--- src/rtl/rv32i_pkg.sv ---
// Shared RV32I decode definitions: widths, ALU op encoding, opcodes,
// funct7 values and the ID/EX pipeline payload.
package rv32i_pkg;

  localparam int unsigned XLEN   = 32;
  localparam int unsigned OP_W   = 4;
  localparam int unsigned REG_AW = 5;

  // ALU op encoding shared with execute
  localparam logic [OP_W-1:0] ALU_ADD  = OP_W'(0);
  localparam logic [OP_W-1:0] ALU_SUB  = OP_W'(1);
  localparam logic [OP_W-1:0] ALU_AND  = OP_W'(2);
  localparam logic [OP_W-1:0] ALU_OR   = OP_W'(3);
  localparam logic [OP_W-1:0] ALU_XOR  = OP_W'(4);
  localparam logic [OP_W-1:0] ALU_SLL  = OP_W'(5);
  localparam logic [OP_W-1:0] ALU_SRL  = OP_W'(6);
  localparam logic [OP_W-1:0] ALU_SRA  = OP_W'(7);
  localparam logic [OP_W-1:0] ALU_SLT  = OP_W'(8);
  localparam logic [OP_W-1:0] ALU_SLTU = OP_W'(9);

  localparam logic [6:0] OPC_OP     = 7'b0110011;
  localparam logic [6:0] OPC_OPIMM  = 7'b0010011;
  localparam logic [6:0] OPC_LUI    = 7'b0110111;
  localparam logic [6:0] OPC_AUIPC  = 7'b0010111;
  localparam logic [6:0] OPC_JAL    = 7'b1101111;
  localparam logic [6:0] OPC_JALR   = 7'b1100111;
  localparam logic [6:0] OPC_BRANCH = 7'b1100011;
  localparam logic [6:0] OPC_LOAD   = 7'b0000011;
  localparam logic [6:0] OPC_STORE  = 7'b0100011;

  localparam logic [6:0] F7_ZERO = 7'b0000000;
  localparam logic [6:0] F7_ALT  = 7'b0100000;

  // ID/EX register contents
  typedef struct packed {
    logic [XLEN-1:0]   alu_a;
    logic [XLEN-1:0]   alu_b;
    logic [OP_W-1:0]   alu_op;
    logic [REG_AW-1:0] rd;
    logic              reg_write;
    logic              is_branch;
    logic [2:0]        br_funct3;
    logic              is_load;
    logic              is_store;
    logic              is_jump;
    logic [XLEN-1:0]   imm;
    logic [XLEN-1:0]   pc;
    logic [XLEN-1:0]   store_data;
    logic              illegal;
  } idex_t;

  // funct3 to ALU op for OP/OP-IMM; alt selects sub/sra
  function automatic logic [OP_W-1:0] alu_op_of(input logic [2:0] f3, input logic alt);
    logic [OP_W-1:0] op;
    op = ALU_ADD;
    case (f3)
      3'b000:  op = alt ? ALU_SUB : ALU_ADD;
      3'b001:  op = ALU_SLL;
      3'b010:  op = ALU_SLT;
      3'b011:  op = ALU_SLTU;
      3'b100:  op = ALU_XOR;
      3'b101:  op = alt ? ALU_SRA : ALU_SRL;
      3'b110:  op = ALU_OR;
      default: op = ALU_AND;
    endcase
    return op;
  endfunction

endpackage

--- src/rtl/imm_gen.sv ---
// Immediate generator: sign-extended I/S/B/U/J immediate selected by opcode.
// Ports: instr (instruction word) in, imm (XLEN immediate, 0 for R-type/unknown) out.
module imm_gen
  import rv32i_pkg::*;
(
  input  logic [31:0]     instr,
  output logic [XLEN-1:0] imm
);

  always_comb begin
    imm = '0;
    case (instr[6:0])
      OPC_OPIMM, OPC_LOAD, OPC_JALR:
        imm = {{(XLEN-12){instr[31]}}, instr[31:20]};
      OPC_STORE:
        imm = {{(XLEN-12){instr[31]}}, instr[31:25], instr[11:7]};
      OPC_BRANCH:
        imm = {{(XLEN-12){instr[31]}}, instr[7], instr[30:25], instr[11:8], 1'b0};
      OPC_LUI, OPC_AUIPC:
        imm = XLEN'($signed({instr[31:12], 12'b0}));
      OPC_JAL:
        imm = {{(XLEN-20){instr[31]}}, instr[19:12], instr[20], instr[30:21], 1'b0};
      default:
        imm = '0;
    endcase
  end

endmodule

--- src/rtl/decode_stage.sv ---
// RV32I decode stage feeding the ALU through a registered ID/EX stage.
// Ports: clk/rst_n; flush; fetch side in_valid/in_ready/instr/pc;
// register-file port rs1_addr/rs2_addr (comb) and rs1_data/rs2_data;
// execute side out_valid/out_ready plus the registered decoded fields.
module decode_stage
  import rv32i_pkg::*;
(
  input  logic              clk,
  input  logic              rst_n,
  input  logic              flush,
  input  logic              in_valid,
  output logic              in_ready,
  input  logic [31:0]       instr,
  input  logic [XLEN-1:0]   pc,
  output logic [REG_AW-1:0] rs1_addr,
  output logic [REG_AW-1:0] rs2_addr,
  input  logic [XLEN-1:0]   rs1_data,
  input  logic [XLEN-1:0]   rs2_data,
  output logic              out_valid,
  input  logic              out_ready,
  output logic [XLEN-1:0]   alu_a,
  output logic [XLEN-1:0]   alu_b,
  output logic [OP_W-1:0]   alu_op,
  output logic [REG_AW-1:0] rd,
  output logic              reg_write,
  output logic              is_branch,
  output logic [2:0]        br_funct3,
  output logic              is_load,
  output logic              is_store,
  output logic              is_jump,
  output logic [XLEN-1:0]   imm,
  output logic [XLEN-1:0]   pc_q,
  output logic [XLEN-1:0]   store_data,
  output logic              illegal
);

  typedef enum logic {EMPTY = 1'b0, FULL = 1'b1} state_t;

  state_t          state_q, state_d;
  idex_t           q, d;
  logic [XLEN-1:0] imm_c;
  logic            capture;
  logic [6:0]      opcode, funct7;
  logic [2:0]      funct3;

  imm_gen u_imm_gen (.instr(instr), .imm(imm_c));

  assign opcode   = instr[6:0];
  assign funct3   = instr[14:12];
  assign funct7   = instr[31:25];
  assign rs1_addr = instr[19:15];
  assign rs2_addr = instr[24:20];

  assign in_ready = (state_q == EMPTY) || out_ready;
  assign capture  = in_valid && in_ready && !flush;

  // Next state: flush wins, then capture, then drain
  always_comb begin
    state_d = state_q;
    if (flush)
      state_d = EMPTY;
    else if (capture)
      state_d = FULL;
    else if ((state_q == FULL) && out_ready)
      state_d = EMPTY;
  end

  // Instruction decode into the next ID/EX payload
  always_comb begin
    d            = '0;
    d.alu_a      = rs1_data;
    d.alu_b      = rs2_data;
    d.alu_op     = ALU_ADD;
    d.rd         = instr[11:7];
    d.br_funct3  = funct3;
    d.imm        = imm_c;
    d.pc         = pc;
    d.store_data = rs2_data;
    case (opcode)
      OPC_OP: begin
        d.reg_write = 1'b1;
        d.alu_op    = alu_op_of(funct3, funct7 == F7_ALT);
        d.illegal   = !((funct7 == F7_ZERO) ||
                        ((funct7 == F7_ALT) && ((funct3 == 3'b000) || (funct3 == 3'b101))));
      end
      OPC_OPIMM: begin
        d.reg_write = 1'b1;
        d.alu_b     = imm_c;
        d.alu_op    = alu_op_of(funct3, (funct3 == 3'b101) && instr[30]);
        if (funct3 == 3'b001) begin
          d.alu_b   = XLEN'(instr[24:20]);
          d.illegal = (funct7 != F7_ZERO);
        end else if (funct3 == 3'b101) begin
          // Shift amount only; instr[30] is the sra select, not part of b
          d.alu_b   = XLEN'(instr[24:20]);
          d.illegal = ((funct7 & 7'b1011111) != F7_ZERO);
        end
      end
      OPC_LUI: begin
        d.reg_write = 1'b1;
        d.alu_a     = '0;
        d.alu_b     = imm_c;
      end
      OPC_AUIPC: begin
        d.reg_write = 1'b1;
        d.alu_a     = pc;
        d.alu_b     = imm_c;
      end
      OPC_JAL, OPC_JALR: begin
        // ALU computes the link address; target uses imm
        d.reg_write = 1'b1;
        d.is_jump   = 1'b1;
        d.alu_a     = pc;
        d.alu_b     = XLEN'(4);
      end
      OPC_BRANCH: begin
        d.is_branch = 1'b1;
        case (funct3[2:1])
          2'b00:   d.alu_op = ALU_SUB;
          2'b10:   d.alu_op = ALU_SLT;
          2'b11:   d.alu_op = ALU_SLTU;
          default: d.illegal = 1'b1;
        endcase
      end
      OPC_LOAD: begin
        d.reg_write = 1'b1;
        d.is_load   = 1'b1;
        d.alu_b     = imm_c;
      end
      OPC_STORE: begin
        d.is_store = 1'b1;
        d.alu_b    = imm_c;
      end
      default: d.illegal = 1'b1;
    endcase
    if (d.illegal) begin
      d.reg_write = 1'b0;
      d.is_branch = 1'b0;
      d.is_load   = 1'b0;
      d.is_store  = 1'b0;
      d.is_jump   = 1'b0;
      d.alu_op    = ALU_ADD;
    end
    if (d.rd == '0)
      d.reg_write = 1'b0;
  end

  // State and ID/EX register; payload only loads on capture
  always_ff @(posedge clk or negedge rst_n) begin
    if (!rst_n) begin
      state_q <= EMPTY;
      q       <= '0;
    end else begin
      state_q <= state_d;
      if (capture)
        q <= d;
    end
  end

  assign out_valid  = (state_q == FULL);
  assign alu_a      = q.alu_a;
  assign alu_b      = q.alu_b;
  assign alu_op     = q.alu_op;
  assign rd         = q.rd;
  assign reg_write  = q.reg_write;
  assign is_branch  = q.is_branch;
  assign br_funct3  = q.br_funct3;
  assign is_load    = q.is_load;
  assign is_store   = q.is_store;
  assign is_jump    = q.is_jump;
  assign imm        = q.imm;
  assign pc_q       = q.pc;
  assign store_data = q.store_data;
  assign illegal    = q.illegal;

endmodule

--- config.mk ---
export PLATFORM = sky130hd
export DESIGN_NAME = decode_stage
export DESIGN_NICKNAME = d
export VERILOG_FILES = /design/src/rtl/rv32i_pkg.sv /design/src/rtl/imm_gen.sv /design/src/rtl/decode_stage.sv
export SDC_FILE = /design/constraint.sdc
export NUM_CORES = 1
export LEC_CHECK = 0
export ABC_AREA = 1
export CORE_MARGIN = 5
export CORE_UTILIZATION = 40
export CTS_CLUSTER_DIAMETER = 30
export CTS_CLUSTER_SIZE = 40
export DETAILED_ROUTE_END_ITERATION = 10
export GPL_TIMING_DRIVEN = 0
export PLACE_DENSITY = 0.77
export SLEW_MARGIN = 0
export SYNTH_ARGS = -nofsm -noshare
export SYNTH_HDL_FRONTEND = slang
export SYNTH_SLANG_ARGS = --single-unit
--- constraint.sdc ---
create_clock -name clk -period 1.3 [get_ports clk]
set_input_delay 0.195 -clock clk [delete_from_list [all_inputs] [get_ports clk]]
set_output_delay 0.195 -clock clk [all_outputs]
set_load 0.02 [all_outputs]
==> results of run 1 <==
-- worst min path at each step --
| stage | startpoint | end |
|---|---|---|
| floorplan | rst_n | alu_a[0]$_DFFE_PN0P_ |
| global placement | store_data[19]$_DFFE_PN0P_ | store_data[19]$_DFFE_PN0P_ |
| detailed placement | rst_n | imm[17]$_DFFE_PN0P_ |
| CTS | instr[31] | imm[31]$_DFFE_PN0P_ |
| global route | rst_n | imm[17]$_DFFE_PN0P_ |
| finish | rst_n | imm[17]$_DFFE_PN0P_ |
-- synthesized netlist by cell type, drive strengths merged --
master | count | share of area
ha | 3 | 0.0045
nor2 | 45 | 0.026
nand2 | 457 | 0.21
o21ai | 23 | 0.017
o22ai | 6 | 0.0053
inv | 38 | 0.018
a211oi | 1 | 0.00091
o211ai | 36 | 0.033
nor3 | 4 | 0.0038
nand4 | 6 | 0.0045
o31ai | 2 | 0.0018
nand3b | 1 | 0.00091
buf | 48 | 0.035
clkbuf | 15 | 0.0068
and2 | 1 | 0.0011
dfrtp | 179 | 0.54
a31oi | 13 | 0.0099
nand3 | 112 | 0.074
a21oi | 3 | 0.0018
-- timing repair --
item	CTS	global route
pin swaps	18	18
gates cloned	5	4
endpoints found under the setup margin	368	480
buffers inserted	18	4
hold endpoints to repair	63	63
gates resized for setup	337	68
-- kinds of logic (layout without fill, tap and decap cells) --
logic type | after synthesis | count (layout) | share of synthesized area
and+or+nand+nor | 626 | 626 | 0.323
DFF | 179 | 179 | 0.543
buffers and inverters | 101 | 487 | 0.0602
AOI/OAI and AO/OA | 84 | 84 | 0.0691
adders and majority gates | 3 | 3 | 0.00455
other | 0 | 2 | 0
-- worst max-delay path: cells and delay by family (launching register included) --
family	cells	cell delay, ps
buffers and inverters	5	680
flip-flops	1	410
AND/OR/NAND/NOR	4	300
-- layout make-up --
type                            instances  area share
Antenna cell                            2    0.000370
Buffer                                 63      0.0587
Clock buffer                           17      0.0315
Clock inverter                         15      0.0143
Inverter                               38      0.0123
Multi-Input combinational cell        713       0.272
Sequential cell                       179       0.332
Tap cell                              270      0.0250
Timing Repair Buffer                  354       0.254
-- metrics by stage --
step	area (sq um)	setup slack [ps]	util	hold WS, ps
after CTS	13100	-247	0.647	171
after floorplan	8440	-159	-	-101
final	13500	-218	0.665	-82.0
after global routing	13500	-284	0.665	-47.0
after global placement	12000	-8340	0.591	452
after detailed placement	12000	-1170	0.592	173
-- sequential cells by signal, indices dropped and copies added (netlist names) --
register,count
alu_a,32
is_branch,1
imm,32
br_funct3,3
rd,5
reg_write,1
is_load,1
out_valid,1
is_store,1
illegal,1
pc_q,32
is_jump,1
alu_b,32
store_data,32
alu_op,4
-- metal layers --
layer  track usage  routed length, microns  part of all wire  vias up
met4         0.108                    1130             0.034        0
li1              -                       -                 -     3960
met3        0.0812                    2920             0.089       58
met1         0.316                   12600              0.38     4091
met2         0.457                   16300              0.49      388
met5             0                       0                 0        -
-- cell usage in the layout, fill, tap and decap left out, types with 5 or more instances in the layout --
| cell | Yosys | layout |
|---|---|---|
| nor2_1 | 38 | 29 |
| o22ai_2 | 1 | 5 |
| o211ai_1 | 36 | 36 |
| nand2_4 | 2 | 20 |
| o21ai_0 | 18 | 8 |
| buf_8 | 0 | 8 |
| o21ai_2 | 0 | 5 |
| clkdlybuf4s50_1 | 0 | 115 |
| o21ai_1 | 3 | 8 |
| nor2_4 | 6 | 11 |
| nand3_1 | 103 | 85 |
| dlygate4sd2_1 | 0 | 197 |
| clkbuf_16 | 0 | 32 |
| nand3_2 | 8 | 25 |
| inv_1 | 33 | 27 |
| nor2_2 | 1 | 5 |
| inv_2 | 4 | 8 |
| buf_12 | 0 | 10 |
| nand4_1 | 6 | 6 |
| buf_4 | 11 | 39 |
| nand2_1 | 445 | 409 |
| dfrtp_1 | 179 | 178 |
| inv_6 | 1 | 7 |
| buf_6 | 6 | 17 |
| a31oi_1 | 13 | 13 |
| clkbuf_4 | 0 | 5 |
| nand2_2 | 10 | 28 |
-- where the power goes --
part           internal (W)  switching (W)
clock network       0.00309        0.00246
logic               0.00183        0.00259
registers           0.00630       0.000401
==> impl_results.md, run 1 <==
* H-tree levels at 4
* # IOs at ~320
* Clk_lat worst skew at about 430 ps
* LEAKAGE at a little over 7 nW
* FF-to-FF Start: out_valid$_DFFE_PN0P_
* Synth Cell Area at just over 0.008 sq mm
* IO Port Bufs at ~320
* Worst path cell trace: inv_2 > nor2_4 > nor3_4 > buf_12 > inv_16 > clkbuf_16 > clkbuf_16 > nand2_1 > nand2_1
* GPL Wtd Cong at 0.932
* Initial DRC Count at 644
* Total GRT Usage at 0.268
* HP Class: primary input to asynchronous set/reset pin
* Hold WS at -82.0 ps
* Post-synthesis net count at roughly 1100
* Critical path type: flip-flop to flip-flop
* Cts bufs inserted at 17
* CTS clk-pin slew, worst paths at around 70 ps
* Status: finished with violations
* Final worst setup slack at -218 ps
* Max-slew headroom at 0.563
* Reg2reg path depth at 9
* Synth Area per Inst at roughly 8.3 sq um
* Violated checks: negative hold slack, negative setup slack
* Share of cells above drive strength 1 at 0.182
* Worst path max stage delay at between 400 and 500 ps
* Final Setup Violations at between 300 and 400
* Placed cell count at 1585
* First-pass GRT wire length at roughly 49000 microns
* Seq cells post-synth at about 180
* Initial Utilization at 0.407
* Number of routed nets with antenna violations at 0
* CP Max Fanout at 10
* Arrival @ worst endpoint at approximately 1800 ps
* Register area share after synthesis at 0.543
* Synth cell types at 34
* DRC errors left at 0
* F_max at approximately 660 MHz
* Syn-to-layout area delta at 63.7%
* Nets at 1502
* Worst Setup SP: out_valid$_DFFE_PN0P_
* Clk_skew at roughly 7.0 ps
* Final worst-path cycle share at 1.17
* Reg area at around 0.0045 sq mm
* Multi-input logic area at ~0.0037 sq mm
* Power Total at 0.0167 W
* Hold Vio Cnt, Final at 63
* Worst setup EP type: flip-flop
* R2r endpoint: store_data[0]$_DFFE_PN0P_
* Maximum vdd drop at ~900 uV
* Chip height at roughly 150 microns
* PD cells at about 1200 mW/mm^2
* CP Capture Point: store_data[0]$_DFFE_PN0P_
* Post-CTS Hold Buffers at 1
* Highest-delay cell along the critical path: dfrtp_2
* Min Tclk post-route at 1520 ps
* Non-Filler Instances at 1651
* Post-Route WL at between 30000 and 40000 microns
* Syn Inst Count at 993
* CTS tree: yes
* RSZ-0062 raised after global routing: true
* Pin count of the biggest net entering global routing at approximately 120
* Setup TNS at -37430 ps
* Total gr overflow at 0
* Clk sinks at roughly 180
* Final Slew Violations at 0
* Worst reg2reg setup slack at -220 ps
* Fillers at between 1500 and 2000
* Post-DP HPWL at 24000 microns
* Clk buf depth at 2
* Antenna violations before repair at 1
* Via density at roughly 5.1
* Critical path startpoint category: flip-flop
* DR pass1 iterations at 5
* WP data required at around 1600 ps
* Row count at 52
* Core footprint at about 0.020 sq mm
* Worst-margin pin slew at roughly 660 ps
* Max Cap Violations at 0
* Vias in the first global route at 8659
* Die W at between 150 and 200 microns
* Synth warn at 0
* Full die area at around 0.024 sq mm
* Clock tree root buffer cell: clkbuf_16
* Wire per inst at roughly 20 microns
* Vias at approximately 8500
No activity file was read; power rests on OpenSTA's default activity.
==> inputs of run 2 (changes only) <==
CELL_PAD_IN_SITES_DETAIL_PLACEMENT = 1   (was not set)
CELL_PAD_IN_SITES_GLOBAL_PLACEMENT = 2   (was not set)
CORE_MARGIN = 8   (was 5)
CORE_UTILIZATION = 26   (was 40)
PLACE_DENSITY = not set   (was 0.77)
PLACE_DENSITY_LB_ADDON = 0.1   (was not set)
clock period = 1.9 ns   (was 1.3 ns; I/O delays follow)
==> run 2 against run 1 <==
Net effect:
- sequential power is 31% lower
- clock skew is 1.8 ps higher
- critical path depth is 2 higher
- critical path type is now primary input to flip-flop
- setup slack better by 290 ps
- largest power group unchanged
- the run now ends clean
- cell count is 6.8% higher
- highest routed layer is now met5
==> impl_results.md, run 2 (synthesized netlist as in run 1, its figures left out) <==
* Non-Filler Instances at 1763 (+6.8%)
* Final Setup Violations at 0 (-100%)
* Worst reg2reg setup slack at 140 ps (+360 ps)
* Initial DRC Count at 398 (-38%)
* Critical path's most frequent cell: nand2_2
* # IOs at 323 (unchanged)
* Cts bufs inserted at 17 (unchanged)
* DRC errors left at 0 (unchanged)
* Chip height at 194 microns (+26%)
* Clk buf depth at 2 (unchanged)
* Pin count of the biggest net entering global routing at 71 (-39%)
* Number of routed nets with antenna violations at 0 (unchanged)
* WP data required at 2220 ps (+600 ps)
* First-pass GRT wire length at 57800 microns (+17%)
* Clock power share at 0.339 (+0.006)
* Clk_skew at 8.78 ps (+1.76 ps)
* Part of the power in registers at 0.389 (-0.013)
* Vias at 8156 (-4.0%)
* GPL Wtd Cong at 0.806 (-13%)
* WL met3 at 2280 microns (-22%)
* RSZ-0062 raised after global routing: true
* Switching part of the total at 0.307 (-0.0205)
* Die W at 194 microns (+26%)
* LEAKAGE at 6.16 nW (-14%)
* Combinational share of power at 0.271 (+0.006)
* FF-to-FF Start: out_valid$_DFFE_PN0P_
* Maximum vdd drop at 600 uV (-34%)
* Most frequent cells in the layout: 441 x nand2_1, 312 x clkdlybuf4s50_1, 179 x dfrtp_1, 103 x nand3_1, 36 x o211ai_1
* Wire per inst at 21.5 microns (+7.7%)
* Share of cells above drive strength 1 at 0.110 (-0.0718)
* Total gr overflow at 0 (unchanged)
* CP top delay family: simple AND/OR/NAND/NOR gates
* Arrival @ worst endpoint at 2160 ps (+320 ps)
* Antenna Cells at 0 (-2)
* Highest-delay cell along the critical path: clkdlybuf4s50_1
* Max Cap Violations at 0 (unchanged)
* CTS clk-pin slew, worst paths at 70 ps (about the same)
* WL met2 at 18600 microns (+14%)
* Post-Route WL at 37900 microns (+15%)
* Final Slew Violations at 0 (unchanged)
* Vias in the first global route at 8973 (+3.6%)
* Core footprint at 0.0314 sq mm (+55%)
* Min Tclk post-route at 1830 ps
* PD cells at 915 mW/mm^2 (-26%)
* Post-DP HPWL at 29400 microns (+23%)
* Initial Utilization at 0.263 (-0.144)
* Hold Vio Cnt, Final at 0 (-100%)
* CTS tree: yes
* Worst path bufs/invs at 3 (-2)
* Clock tree root buffer cell: clkbuf_16
* Critical path type: primary input to flip-flop
* Hold Crit Endpoint: imm[31]$_DFFE_PN0P_
* F_max at roughly 550 MHz
* Worst-margin pin slew at 590 ps (-64.8 ps)
* Critical path startpoint category: primary input
* Worst path cell trace: clkdlybuf4s50_1 > inv_2 > nand2_2 > nor2_1 > nand2_2 > nand3_4 > nor2_4 > buf_6 > o22ai_1 > nand2_1 > nand3_2
* Fillers at 3708 (+110%)
* Via density at 4.63 (-10%)
* CP Max Fanout at 10 (unchanged)
* Antenna violations before repair at 1 (unchanged)
* Nets at 1484 (-1.2%)
* Most common cell after layout, fill and taps aside: nand2_1
* Hold path start: instr[31]
* Full die area at 0.0377 sq mm (+60%)
* Status: finished, final reports clean
* Pint at 0.00817 W (-27%)
* Syn-to-layout area delta at 56.1%
* R2r endpoint: alu_b[26]$_DFFE_PN0P_
* Worst setup EP type: flip-flop
* M1 WL at 16700 microns (+32%)
* Min-Delay Path Depth at 3
* Worst path max stage delay at 540 ps (+130 ps)
* IO Port Bufs at 321 (unchanged)
* DR pass1 iterations at 4 (-1)
* Row count at 65 (+25%)
* H-tree levels at 4 (unchanged)
* Clk sinks at 179 (unchanged)
* Clk_lat worst skew at 450 ps (+20 ps)
* HP Class: primary input to flip-flop
* DR top layer: met5
* Setup TNS at 0 ps (+37430 ps)
* Placed cell count at 1718 (+8.4%)
* NetSw at 0.00361 W (-34%)
* Max-slew headroom at 0.607 (+0.0432)
* Final worst-path cycle share at 0.964
* Total GRT Usage at 0.201 (-0.0665)
* Reg2reg path depth at 9 (unchanged)
==> run 2: what timing repair did <==
action | in CTS | in global routing
buffers inserted | 4 | 8
hold buffers | 1 | 0
pin swaps | 2 | 4
gates resized for setup | 35 | 26
endpoints found under the setup margin | 181 | 94
endpoints found under the hold margin | 45 | 0
==> run 2: power groups by stage <==
stage               clock (W)  sequential (W)  combinational, W
detailed placement          0         0.00466           0.00323
global placement            0         0.00465           0.00319
global route          0.00425         0.00466           0.00343
CTS                   0.00412         0.00459           0.00325
floorplan                   0         0.00527          0.000715
finish                0.00400         0.00459           0.00320
==> run 2: through the flow <==
stage          utilization  worst slack [ps]  hold WS, ps  instance area, sq um  total power (W)
6_report             0.410              67.6          235                 12900           0.0118
5_1_grt              0.410             -14.6          246                 12900           0.0123
4_1_cts              0.407             -36.8          194                 12800           0.0120
3_5_place_dp         0.383              -920          217                 12000          0.00788
3_3_place_gp         0.381             -7970          453                 12000          0.00784
2_1_floorplan            -               329        -10.6                  8250          0.00598
==> run 2: per-layer routing <==
layer / global-route usage / up-vias
met1: 0.248 / 4022
met2: 0.348 / 198
met4: 0.0368 / 2
met5: 0 / -
li1: - / 3912
met3: 0.0592 / 22
==> run 2: worst register-to-register path, stage by stage (launching register included) <==
cell	delay, ps
dfrtp_1	380
inv_1	70
nor2_2	50
nor3_4	220
buf_12	150
inv_2	100
clkbuf_4	250
clkbuf_4	250
nand2_1	100
nand3_2	80
==> run 2: how the worst max path moves through the flow <==
| stage | cells after the start | end | slack (ps) | startpoint |
|---|---|---|---|---|
| 6_report | 11 | alu_b[20]$_DFFE_PN0P_ | 70 | instr[6] |
| 5_1_grt | 10 | alu_b[20]$_DFFE_PN0P_ | -10 | instr[1] |
| 4_1_cts | 13 | alu_b[2]$_DFFE_PN0P_ | -40 | instr[5] |
| 3_5_place_dp | 8 | alu_b[26]$_DFFE_PN0P_ | -920 | out_ready |
| 3_3_place_gp | 1 | alu_b[25]$_DFFE_PN0P_ | -7970 | rst_n |
| 2_1_floorplan | 8 | alu_b[25]$_DFFE_PN0P_ | 330 | out_valid$_DFFE_PN0P_ |
==> run 2: area by class of cell <==
cell class / instances / area [sq um] / share of cell area
Sequential cell: 179 / 4480 / 0.348
Timing Repair Buffer: 336 / 3380 / 0.262
Multi-Input combinational cell: 713 / 3320 / 0.257
Tap cell: 402 / 503 / 0.0390
Clock buffer: 22 / 464 / 0.0360
Buffer: 63 / 410 / 0.0319
Clock inverter: 10 / 179 / 0.0139
Inverter: 38 / 150 / 0.0117
==> inputs of run 3 (changes only) <==
CORE_UTILIZATION = 38   (was 26)
DONT_BUFFER_PORTS = 1   (was not set)
==> run 3 against run 2 <==
Net effect:
- the run now ends with negative hold slack left
- combinational power fell by 67%
- register-to-register slack about the same
- setup slack better by 61 ps
- clock power barely moved
- final area shrank 23%
- core utilization increased by 4.9 points
- clock skew increased by 3.8 ps
- cell count decreased by 23%
- clock-buffer cell count decreased by 5
- via count decreased by 12%
- global-route usage rose by 4.7 points
- critical endpoint is now alu_b[31]$_DFFE_PN0P_
- largest cell class unchanged
==> impl_results.md, run 3 (synthesized netlist as in run 1, its figures left out) <==
* Clk_skew at 12.6 ps (+3.79 ps)
* Syn-to-layout area delta at 19.8%
* Clk sinks at 179 (unchanged)
* Hold Vio Cnt, Final at 179 (+179)
* Clk buf depth at 2 (unchanged)
* GPL Wtd Cong at 0.816 (+1.2%)
* Wire per inst at 24.6 microns (+14%)
* NetSw at 0.00335 W (-7.3%)
* Critical path type: flip-flop to flip-flop
* Highest-delay cell along the critical path: dfrtp_2
* CP Max Fanout at 10 (unchanged)
* Post-Route WL at 33400 microns (-12%)
* Critical path startpoint category: flip-flop
* Violated checks: negative hold slack
* Nets at 1203 (-19%)
* Post-DP HPWL at 25000 microns (-15%)
* Setup TNS at 0 ps (unchanged)
* RSZ-0062 raised after global routing: false
* Final worst setup slack at 128 ps (+60.7 ps)
* Worst-margin pin slew at 646 ps (+55.9 ps)
* HP Class: primary input to asynchronous set/reset pin
* Worst reg2reg setup slack at 130 ps (about the same)
* Row count at 54 (-17%)
* Hold WS at -452 ps (-686 ps)
* Pre-CTS setup slack at -603 ps (+317 ps)
* PD cells at 1060 mW/mm^2 (+15%)
* Core footprint at 0.0216 sq mm (-31%)
* Placed cell count at 1273 (-26%)
* # IOs at 323 (unchanged)
* Pint at 0.00709 W (-13%)
* Non-Filler Instances at 1359 (-23%)
* Met3 usage at 0.0907 (+0.0315)
* Vias in the first global route at 7824 (-13%)
* WP data required at 2270 ps (+50 ps)
* Most common cell after layout, fill and taps aside: nand2_1
* Max Cap Violations at 0 (unchanged)
* Via density at 5.30 (+14%)
* Switching part of the total at 0.321 (+0.0141)
* Worst setup EP type: flip-flop
* Combinational share of power at 0.101 (-0.170)
* FF-to-FF Start: out_valid$_DFFE_PN0P_
* Full die area at 0.0267 sq mm (-29%)
* M1 GR Usage at 0.282 (+0.0335)
* Share of cells above drive strength 1 at 0.125 (+0.0150)
* Min Tclk post-route at 1770 ps (-60.7 ps)
* Clock tree root buffer cell: clkbuf_16
* Worst path cell trace: inv_1 > nor2_2 > nor3_4 > buf_12 > clkbuf_4 > buf_2 > nand4_1 > nand3_1
* Clk_lat worst skew at 430 ps (-20 ps)
* Fillers at 2601 (-30%)
* Initial Utilization at 0.383 (+0.120)
* Chip height at 163 microns (-16%)
* First-pass GRT wire length at 49900 microns (-14%)
* LEAKAGE at 5.05 nW (-18%)
* R2r endpoint: alu_b[31]$_DFFE_PN0P_
* Arrival @ worst endpoint at 2140 ps (-20 ps)
* Initial DRC Count at 392 (-1.5%)
* Number of routed nets with antenna violations at 0 (unchanged)
* Final worst-path cycle share at 0.932 (-0.0319)
* Met2 Usage GRT at 0.425 (+0.0777)
* Status: finished with violations
* F_max at 564 MHz (+3.4%)
* Final Slew Violations at 0 (unchanged)
* Power Total at 0.0104 W (-11%)
* Antenna violations before repair at 1 (unchanged)
* Pin count of the biggest net entering global routing at 180 (+150%)
* Worst path max stage delay at 460 ps (-80 ps)
* DRC errors left at 0 (unchanged)
* DR pass1 iterations at 4 (unchanged)
* Total gr overflow at 0 (unchanged)
* Clock power share at 0.380 (+0.041)
* H-tree levels at 4 (unchanged)
* IO Port Bufs at 0 (-100%)
* Max-slew headroom at 0.569 (-0.0373)
* Vias at 7196 (-12%)
* Most frequent cells in the layout: 445 x nand2_1, 178 x dfrtp_1, 103 x nand3_1, 53 x dlygate4sd3_1, 37 x nor2_1
* Post-CTS Hold Buffers at 53 (+52)
* GRT busiest layer: met2
* Util after Layout at 0.459 (+0.0485)
* Reg2reg path depth at 8 (-1)
* Die W at 163 microns (-16%)
* Cts bufs inserted at 17 (unchanged)
* CTS tree: yes
* Total GRT Usage at 0.249 (+0.0475)
* Part of the power in registers at 0.519 (+0.130)
* Maximum vdd drop at 639 uV (+6.4%)
* CTS clk-pin slew, worst paths at 70 ps (about the same)
* Final Setup Violations at 0 (unchanged)
[run 3: power by group through the flow]
stage	clock [W]	combinational [W]	sequential, W
3_5_place_dp	0	0.000942	0.00551
2_1_floorplan	0	0.000715	0.00527
6_report	0.00397	0.00105	0.00542
3_3_place_gp	0	0.000910	0.00550
4_1_cts	0.00404	0.00106	0.00544
5_1_grt	0.00417	0.00120	0.00548
[run 3: final cells by class]
type | count | area, sq um | area share
clock inverters | 13 | 220 | 0.0223
flip-flops and latches | 179 | 4480 | 0.453
multi-input cells | 713 | 3280 | 0.332
well taps | 280 | 350 | 0.0354
plain buffers | 63 | 425 | 0.0430
diodes | 1 | 2.50 | 0.000253
repair buffers | 55 | 558 | 0.0564
inverters | 38 | 148 | 0.0149
clock buffers | 17 | 425 | 0.0430
[run 3: layer usage]
| metal | up-vias | part of all wire |
|---|---|---|
| li1 | 3341 | - |
| met1 | 3567 | 0.38 |
| met2 | 245 | 0.50 |
| met3 | 43 | 0.096 |
| met4 | 0 | 0.027 |
| met5 | - | 0 |
[run 3: worst max-delay path: cells and delay by family (launching register included)]
kind	cells	cell delay, ps
buffers and inverters	4	770
flip-flops	1	460
AND/OR/NAND/NOR	4	480
[run 3: how the worst max path moves through the flow]
stage,from,end
final,out_valid$_DFFE_PN0P_,alu_b[31]$_DFFE_PN0P_
after global routing,out_valid$_DFFE_PN0P_,imm[10]$_DFFE_PN0P_
after CTS,out_valid$_DFFE_PN0P_,rd[3]$_DFFE_PN0P_
after detailed placement,out_valid$_DFFE_PN0P_,store_data[2]$_DFFE_PN0P_
after global placement,out_valid$_DFFE_PN0P_,alu_b[27]$_DFFE_PN0P_
after floorplan,out_valid$_DFFE_PN0P_,alu_b[25]$_DFFE_PN0P_
[run 3: per-stage QoR]
step | cell area, sq um | hold WS, ps
3_5_place_dp | 8600 | -4.08
6_report | 9890 | -452
3_3_place_gp | 8600 | -4.67
2_1_floorplan | 8250 | -10.6
5_1_grt | 9890 | -468
4_1_cts | 9860 | -472
[run 3: timing repair]
item                                   in CTS  in global routing
pin swaps                                   1                  0
cloned                                      0                  0
buffers inserted                            2                  0
resized for setup                          29                 20
setup endpoints to repair                 178                173
endpoints found under the hold margin     234                179
